## src/rtl/fft_addsub_arbiter.sv

```systemverilog
// Round-robin arbiter feeding a two-stage add / sign-select pipeline shared by
// N requesters. Results return tagged with the issuing requester index.
module fft_addsub_arbiter #(
  parameter int unsigned W = 10,
  parameter int unsigned N = 4,
  localparam int unsigned IDW = (N > 1) ? $clog2(N) : 1
) (
  input  logic             clk,
  input  logic             rst_n,
  input  logic [N-1:0]     req_valid_i,
  output logic [N-1:0]     req_ready_o,
  input  logic [N*W-1:0]   req_a_i,
  input  logic [N*W-1:0]   req_b_i,
  input  logic [N-1:0]     req_op_i,
  output logic             res_valid_o,
  input  logic             res_ready_i,
  output logic [IDW-1:0]   res_id_o,
  output logic [W-1:0]     res_data_o
);

  logic [IDW-1:0] p_q, p_d;
  logic           s1_valid_q;
  logic [W-1:0]   s1_a_q, s1_b_q;
  logic           s1_op_q;
  logic [IDW-1:0] s1_id_q;
  logic           s2_valid_q;
  logic [W-1:0]   s2_data_q;
  logic [IDW-1:0] s2_id_q;

  logic           s1_load, s2_load;
  logic           win_found;
  logic [IDW-1:0] win_id;
  logic [IDW-1:0] scan_idx;
  logic           accept;
  logic [W-1:0]   result;

  // Pipeline advance: s2 frees when empty or consumed, s1 frees when empty or moving on.
  assign s2_load = !s2_valid_q || res_ready_i;
  assign s1_load = !s1_valid_q || s2_load;

  // Rotating priority scan starting at the round-robin pointer.
  always_comb begin
    win_found = 1'b0;
    win_id    = '0;
    scan_idx  = '0;
    for (int unsigned k = 0; k < N; k++) begin
      if (int'(p_q) + int'(k) >= int'(N)) begin
        scan_idx = IDW'(int'(p_q) + int'(k) - int'(N));
      end else begin
        scan_idx = IDW'(int'(p_q) + int'(k));
      end
      if (!win_found && req_valid_i[scan_idx]) begin
        win_found = 1'b1;
        win_id    = scan_idx;
      end
    end
  end

  // Reset gates the grant so nothing is offered while the block is held in reset.
  assign accept = win_found && s1_load && rst_n;

  // One-hot grant to the winner when stage 1 can take it.
  always_comb begin
    req_ready_o = '0;
    for (int unsigned i = 0; i < N; i++) begin
      req_ready_o[i] = accept && (win_id == IDW'(i));
    end
  end

  // Pointer moves just past the accepted requester.
  always_comb begin
    p_d = p_q;
    if (accept) begin
      p_d = (win_id == IDW'(N - 1)) ? '0 : win_id + IDW'(1);
    end
  end

  // Arithmetic on the stage-1 operands; the two's-complement negate wraps at W bits.
  always_comb begin
    result = s1_a_q + s1_b_q;
    if (s1_op_q) begin
      if (s1_a_q == '0) begin
        result = '0;
      end else if (s1_a_q[W-1]) begin
        result = (~s1_b_q) + W'(1);
      end else begin
        result = s1_b_q;
      end
    end
  end

  // Arbitration pointer state.
  always_ff @(posedge clk or negedge rst_n) begin
    if (!rst_n) begin
      p_q <= '0;
    end else begin
      p_q <= p_d;
    end
  end

  // Stage 1: capture the granted request's operands.
  always_ff @(posedge clk or negedge rst_n) begin
    if (!rst_n) begin
      s1_valid_q <= 1'b0;
      s1_a_q     <= '0;
      s1_b_q     <= '0;
      s1_op_q    <= 1'b0;
      s1_id_q    <= '0;
    end else if (s1_load) begin
      s1_valid_q <= accept;
      if (accept) begin
        s1_a_q  <= req_a_i[win_id*W +: W];
        s1_b_q  <= req_b_i[win_id*W +: W];
        s1_op_q <= req_op_i[win_id];
        s1_id_q <= win_id;
      end
    end
  end

  // Stage 2: hold the result and its tag until the consumer takes it.
  always_ff @(posedge clk or negedge rst_n) begin
    if (!rst_n) begin
      s2_valid_q <= 1'b0;
      s2_data_q  <= '0;
      s2_id_q    <= '0;
    end else if (s2_load) begin
      s2_valid_q <= s1_valid_q;
      if (s1_valid_q) begin
        s2_data_q <= result;
        s2_id_q   <= s1_id_q;
      end
    end
  end

  assign res_valid_o = s2_valid_q;
  assign res_data_o  = s2_data_q;
  assign res_id_o    = s2_id_q;

endmodule

```

## config.mk

```make
export PLATFORM = sky130hd
export DESIGN_NAME = fft_addsub_arbiter
export DESIGN_NICKNAME = d
export VERILOG_FILES = /design/src/rtl/fft_addsub_arbiter.sv
export SDC_FILE = /design/constraint.sdc
export NUM_CORES = 1
export LEC_CHECK = 0
export CORE_ASPECT_RATIO = 1.75
export CORE_MARGIN = 5
export CORE_UTILIZATION = 39
export CTS_CLUSTER_SIZE = 14
export DETAILED_ROUTE_END_ITERATION = 7
export PLACE_DENSITY = 0.74
export SETUP_SLACK_MARGIN = 0.4
export SYNTH_ARGS = -nofsm -noshare
export SYNTH_HDL_FRONTEND = slang
export SYNTH_SLANG_ARGS = --single-unit
```

## constraint.sdc

```tcl
create_clock -name clk -period 2.9 [get_ports clk]
set_input_delay 0.87 -clock clk [delete_from_list [all_inputs] [get_ports clk]]
set_output_delay 0.87 -clock clk [all_outputs]
set_load 0.02 [all_outputs]
```

# Word level (Yosys, flattened, before mapping)
# Cells that the tools add are included.
# W data, S select, Z words.
# classes
n_mux,26
reduce_logical,20
n_shift,2
n_mul,1
bitwise_logic,1
n_eq_ne,3
addsub,10
magnitude_cmp,9
div,0
# ops
cell,n
$shiftx A40 B7 Y10,2
$mux W10,3
$mux W2,9
$lt A2 B3 Y1 const B,5
$add A10 B1 Y10 const B,1
$add A10 B10 Y10,1
$bmux W1 S2,5
$logic_not A10 Y1,1
$not A10 Y10,1
$ge A3 B3 Y1 const B,3
$logic_and A1 B1 Y1,9
$mux W1,9
$sub A2 B1 Y2 const B,4
$add A2 B2 Y3 const B,2
$logic_not A1 Y1,5
$mul A2 B3 Y5 const B,1
$eq A2 B2 Y1 const B,2
$reduce_and A2 Y1,2
$add A2 B1 Y3 const B,1
$ge A2 B3 Y1 const B,1
$add A2 B1 Y2 const B,1
$eq A2 B1 Y1 const B,1
$logic_not A2 Y1,1
$logic_or A1 B1 Y1,2
# word_totals
memories,0
in_bits,91
output_inout_bits,17
ramBits,0
elab_cells,81
reg_bits,39
mem_bits_ro,0
latchBits,0

# Depth between registers and ports, before layout
# depth
depth_word,17
depth_mapped,8
ltp_nobuf,7

# Least setup slack after synthesis
# OpenSTA, ideal clock, no wires.
# synth_timing
kind,input port to output port
startpoint,in req_valid_i[1]
endpoint,out req_ready_o[3]
stages,8
slack_ns,-0.247
n_path_buf,1
arrival_time_ns,2.277
required_time_ns,2.030
cell_sequence,nand2b_1 -> o221ai_1 -> nand2_2 -> buf_2 -> inv_1 -> ha_1 -> inv_1 -> nor2_1
# synth_between
elab_cells_between_ends,26
# synth_lines
item,line_no,source
start: declaration,10,"input logic [N-1:0] req_valid_i,"
$bmux W1 S2,52,if (!win_found && req_valid_i[scan_idx]) begin
$mux W1 (implied by the code),52,
$mux W1,52,
$logic_not A1 Y1,52,
$logic_and A1 B1 Y1,52,
$mux W1,52,
$logic_not A1 Y1,52,
$logic_and A1 B1 Y1,52,
$mux W1,52,
$logic_not A1 Y1,52,
$logic_and A1 B1 Y1,52,
$mux W2 *,52,
net win_id[1],32,logic [IDW-1:0] win_id;
$eq A2 B2 Y1 *,66,req_ready_o[i] = accept && (win_id == IDW'(i));
$logic_and A1 B1 Y1 *,66,
end: declaration,11,"output logic [N-1:0] req_ready_o,"
# The timed path passes the listed nets; every way through them passes the cells marked *. The select of a mux whose other input is x is not followed.

# Worst setup path in the final report
# layout_timing
startpoint,in req_valid_i[3]
endpoint,out req_ready_o[1]
# layout_between
elab_chain_cells,15
elab_cells_between_ends,26
# layout_rtl
item,line_no,source
$bmux W1 S2,52,
$mux W1 (implied by the code),52,
$mux W1,52,
$logic_not A1 Y1,52,
$logic_and A1 B1 Y1,52,
$mux W1,52,
$logic_not A1 Y1,52,
$logic_and A1 B1 Y1,52,
$mux W1,52,
$logic_not A1 Y1,52,
$logic_and A1 B1 Y1,52,
$mux W1,52,
$logic_and A1 B1 Y1 (2 in a row),60,assign accept = win_found && s1_load && rst_n;
$logic_and A1 B1 Y1 *,66,
# Every way passes the cells marked *; elsewhere a longest branch is shown, timed or not. The select of a mux whose other input is x is not followed.

==> results_dict.tcl <==
set metrics [dict create \
    clock-sinks 39 \
    status "finished with violations" \
    netlist_instances 343 \
    num_rows 42 \
    nFillCells 677 \
    gp_congestion 0.8740 \
    cts_buffers 5 \
    remaining_drc_errors 0 \
    cts_tree "yes" \
    yosys.area.top_type_share 0.3294 \
    total_power_mw 4.319 \
    avgSynthCellArea_sq_um 8.638 \
    cp-startpoint "req_valid_i[3]" \
    htreeDepth 2 \
    wl_per_cell_um 16.78 \
    io-pin-count 108 \
    ff2ff_path_depth 7 \
    grt_pass1_vias 3207 \
    critPathSlowestCell "a211oi_4" \
    clk_pin_slew_worst_paths_ns 0.06 \
    cap_viol_max_count 0 \
    die_h_um 125.3 \
    wl_um 9045 \
    yosysTopAreaCell "dfrtp_1" \
    crit_required_ns 2.03 \
    slew_headroom 0.5761 \
    ys.flop_type "dfrtp_1" \
    grt_usage 0.2024 \
    setup_viol 1 \
    synth-seq-cells 39 \
    cts_buffer_depth 2 \
    multi_input_area_sq_um 2001 \
    critical_path.most_common_cell "buf_6" \
    ys_types 46 \
    syn_nets 449 \
    arrival_ns 2.04 \
    cp_max_fo 3 \
    placedInstanceArea_sq_um 4333 \
    core-area_sq_um 7515 \
    netlist_area_sq_um 2963 \
    fp.dieW_um 75.89 \
    yosysSeqAreaShare 0.3294 \
    viasPerCell 5.647 \
    period_needed_ns 2.912 \
    r2r_setup_slack_ns 0.59 \
    synth_edf_count 0 \
    fin_area_sq_um 4568 \
    cp-start-kind "primary input" \
    finalHoldViolCount 0 \
    tns_ns -0.01182 \
    dp_hpwl_um 7225 \
    reg2reg_to "res_data_o[8]$_DFFE_PN0P_" \
    place_inst 529 \
    grt_pass1_wl_um 15010 \
    max_slew.worst_pin.slew_ns 0.6337 \
    leakage_nw 1.926 \
    drt_iter0_drc 133 \
    timing.final.ws_setup_ns -0.01182 \
    globalRoute.totalOverflow 0 \
    final.setup_skew_ns 0.005280 \
    async_reset_ff_frac 1.000 \
    final_cell_count_no_fill 539 \
    max_stage_delay_ns 0.30 \
    timing.rr.start "s1_b_q[0]$_DFFE_PN0P_" \
    irDropWorstVdd_v 0.0004401 \
    cp-end-kind "output pin" \
    cp_cell_sequence "buf_6, buf_8, inv_12, o2bb2ai_4, a211oi_4, buf_6, ha_4, inv_2, nor2_4, buf_6" \
    area_growth_pct 54.18 \
    drive_gt1_frac 0.1530 \
    period_share 1.004 \
    ys_warn_count 0 \
    max_freq_ghz 0.3434 \
    synth_area_leaders "dfrtp_1 33%, a211oi_1 11%, and3_1 8.9%, o31ai_1 6.3%, ha_1 5.9%" \
    worstSetupEndpoint "req_ready_o[1]" \
    antenna_found_initial 0 \
    cts_hold_buf 0 \
    io_buffers 107 \
    clk_latency_ns 0.28 \
    die_area_sq_um 9508 \
    violations "setup timing" \
    nets 556 \
    p_per_area_nw_per_um2 945.4 \
    worstSetupPathType "primary input to output pin" \
    slew_viol_final 0 \
    rsz0062_at_grt "true" \
    cts-root-buf "clkbuf_16" \
    antennaDiodeCount 0 \
    register_area_sq_um 975.9 \
    start_util 0.3943 \
    vias 3044 \
    min_path_type "flip-flop to flip-flop" \
    dr.pass1.iters 4 \
    grt_start_max_net_pins 49 \
    ant_nets 0 \
    fin_util 0.6079 \
]
area by class of cell:
| cell class | instances | area share |
|---|---|---|
| Clock buffer | 6 | 0.02821 |
| Inverter | 15 | 0.01780 |
| Timing Repair Buffer | 126 | 0.2651 |
| Sequential cell | 39 | 0.2136 |
| Tap cell | 88 | 0.02410 |
| Multi-Input combinational cell | 263 | 0.4380 |
| Clock inverter | 2 | 0.01315 |
worst max-delay path: cells and delay by family:
family,cells,cell delay (ns)
and+or+nand+nor,1,0.09
adders and majority gates,1,0.12
buffers and inverters,6,0.53
AOI/OAI and AO/OA,2,0.43
layer usage:
layer / up-vias / global-route usage / part of all wire
met5: - / 0 / 0
met4: 0 / 0.1061 / 0.043
met3: 24 / 0.03213 / 0.040
met2: 85 / 0.3606 / 0.55
met1: 1424 / 0.2159 / 0.37
li1: 1511 / - / -
report_power, final:
group,switching [mW],internal (mW)
logic,1.32,1.20
clock network,0.207,0.493
registers,0.313,0.785
cell usage in the layout, fill, tap and decap left out, types with 2 or more instances in the layout:
cell / instances
nand2_1: 36
o21ai_0: 7
inv_4: 3
buf_2: 4
ha_4: 4
a31oi_1: 3
o21a_1: 4
xnor2_1: 6
or4_1: 3
xor2_1: 8
o31ai_1: 25
nor2_1: 9
clkdlybuf4s50_1: 98
nand3b_1: 2
nand2b_1: 3
nor2_4: 4
a211oi_1: 44
nor3_1: 2
clkbuf_16: 5
mux2_2: 2
buf_6: 6
nand3_1: 4
ha_1: 10
bufinv_16: 2
a21oi_1: 7
o41ai_1: 2
inv_1: 6
nand2b_4: 2
buf_4: 17
dfrtp_1: 39
o2111ai_1: 3
and3_1: 42
inv_2: 4
or3_1: 4
a21o_1: 2
o221ai_1: 4
state kept, by name (all words and copies together), names as in the netlist:
signal       count
p_q              2
s1_b_q          10
res_id_o         2
res_data_o      10
s1_valid_q       1
s1_id_q          2
s1_op_q          1
s1_a_q          10
res_valid_o      1
per-stage QoR:
stage | setup WS, ns | hold slack (ns)
floorplan | 0.1666 | 0.4386
global placement | -0.8903 | 0.4571
detailed placement | -0.9460 | 0.4636
CTS | -0.01211 | 0.4792
global route | -0.06126 | 0.4963
finish | -0.01182 | 0.4740
synth_stat cells, drive strengths merged (5+ instances only):
| master | count |
|---|---|
| a211oi | 45 |
| o31ai | 25 |
| nand2b | 5 |
| clkbuf | 25 |
| inv | 15 |
| o221ai | 5 |
| nand2 | 37 |
| dfrtp | 39 |
| xnor2 | 6 |
| ha | 14 |
| and3 | 42 |
| a21oi | 8 |
| o21ai | 8 |
| nor2 | 13 |
| xor2 | 8 |
cell families (layout without fill, tap and decap cells):
kind of cell             count (synthesis)  count (layout)  synth area share
AND/OR/NAND/NOR                        117             117            0.2078
AO/OA/AOI/OAI                          114             114            0.2922
XOR/XNOR                                14              14           0.04139
adder cells (fa/ha/maj)                 15              15           0.06588
flip-flops                              39              39            0.3294
multiplexers                             3               3           0.01098
buffers and inverters                   41             149           0.05236
worst min-delay path by stage:
stage / depth (start not counted) / slack (ns) / end / from
global route: 1 / 0.50 / res_data_o[2]$_DFFE_PN0P_ / res_data_o[2]$_DFFE_PN0P_
finish: 2 / 0.47 / res_id_o[0]$_DFFE_PN0P_ / s1_id_q[0]$_DFFE_PN0P_
floorplan: 2 / 0.44 / res_id_o[0]$_DFFE_PN0P_ / s1_id_q[0]$_DFFE_PN0P_
global placement: 2 / 0.46 / res_id_o[0]$_DFFE_PN0P_ / s1_id_q[0]$_DFFE_PN0P_
detailed placement: 2 / 0.46 / res_id_o[0]$_DFFE_PN0P_ / s1_id_q[0]$_DFFE_PN0P_
CTS: 2 / 0.48 / res_id_o[0]$_DFFE_PN0P_ / s1_id_q[0]$_DFFE_PN0P_
repair_timing:
action                     4_1_cts  5_1_grt
setup buffers                    2        0
gates resized for setup         45        5
pin swaps                        7        5
setup endpoints to repair       30        7
Note: power is estimated with default switching activity, not from simulation.
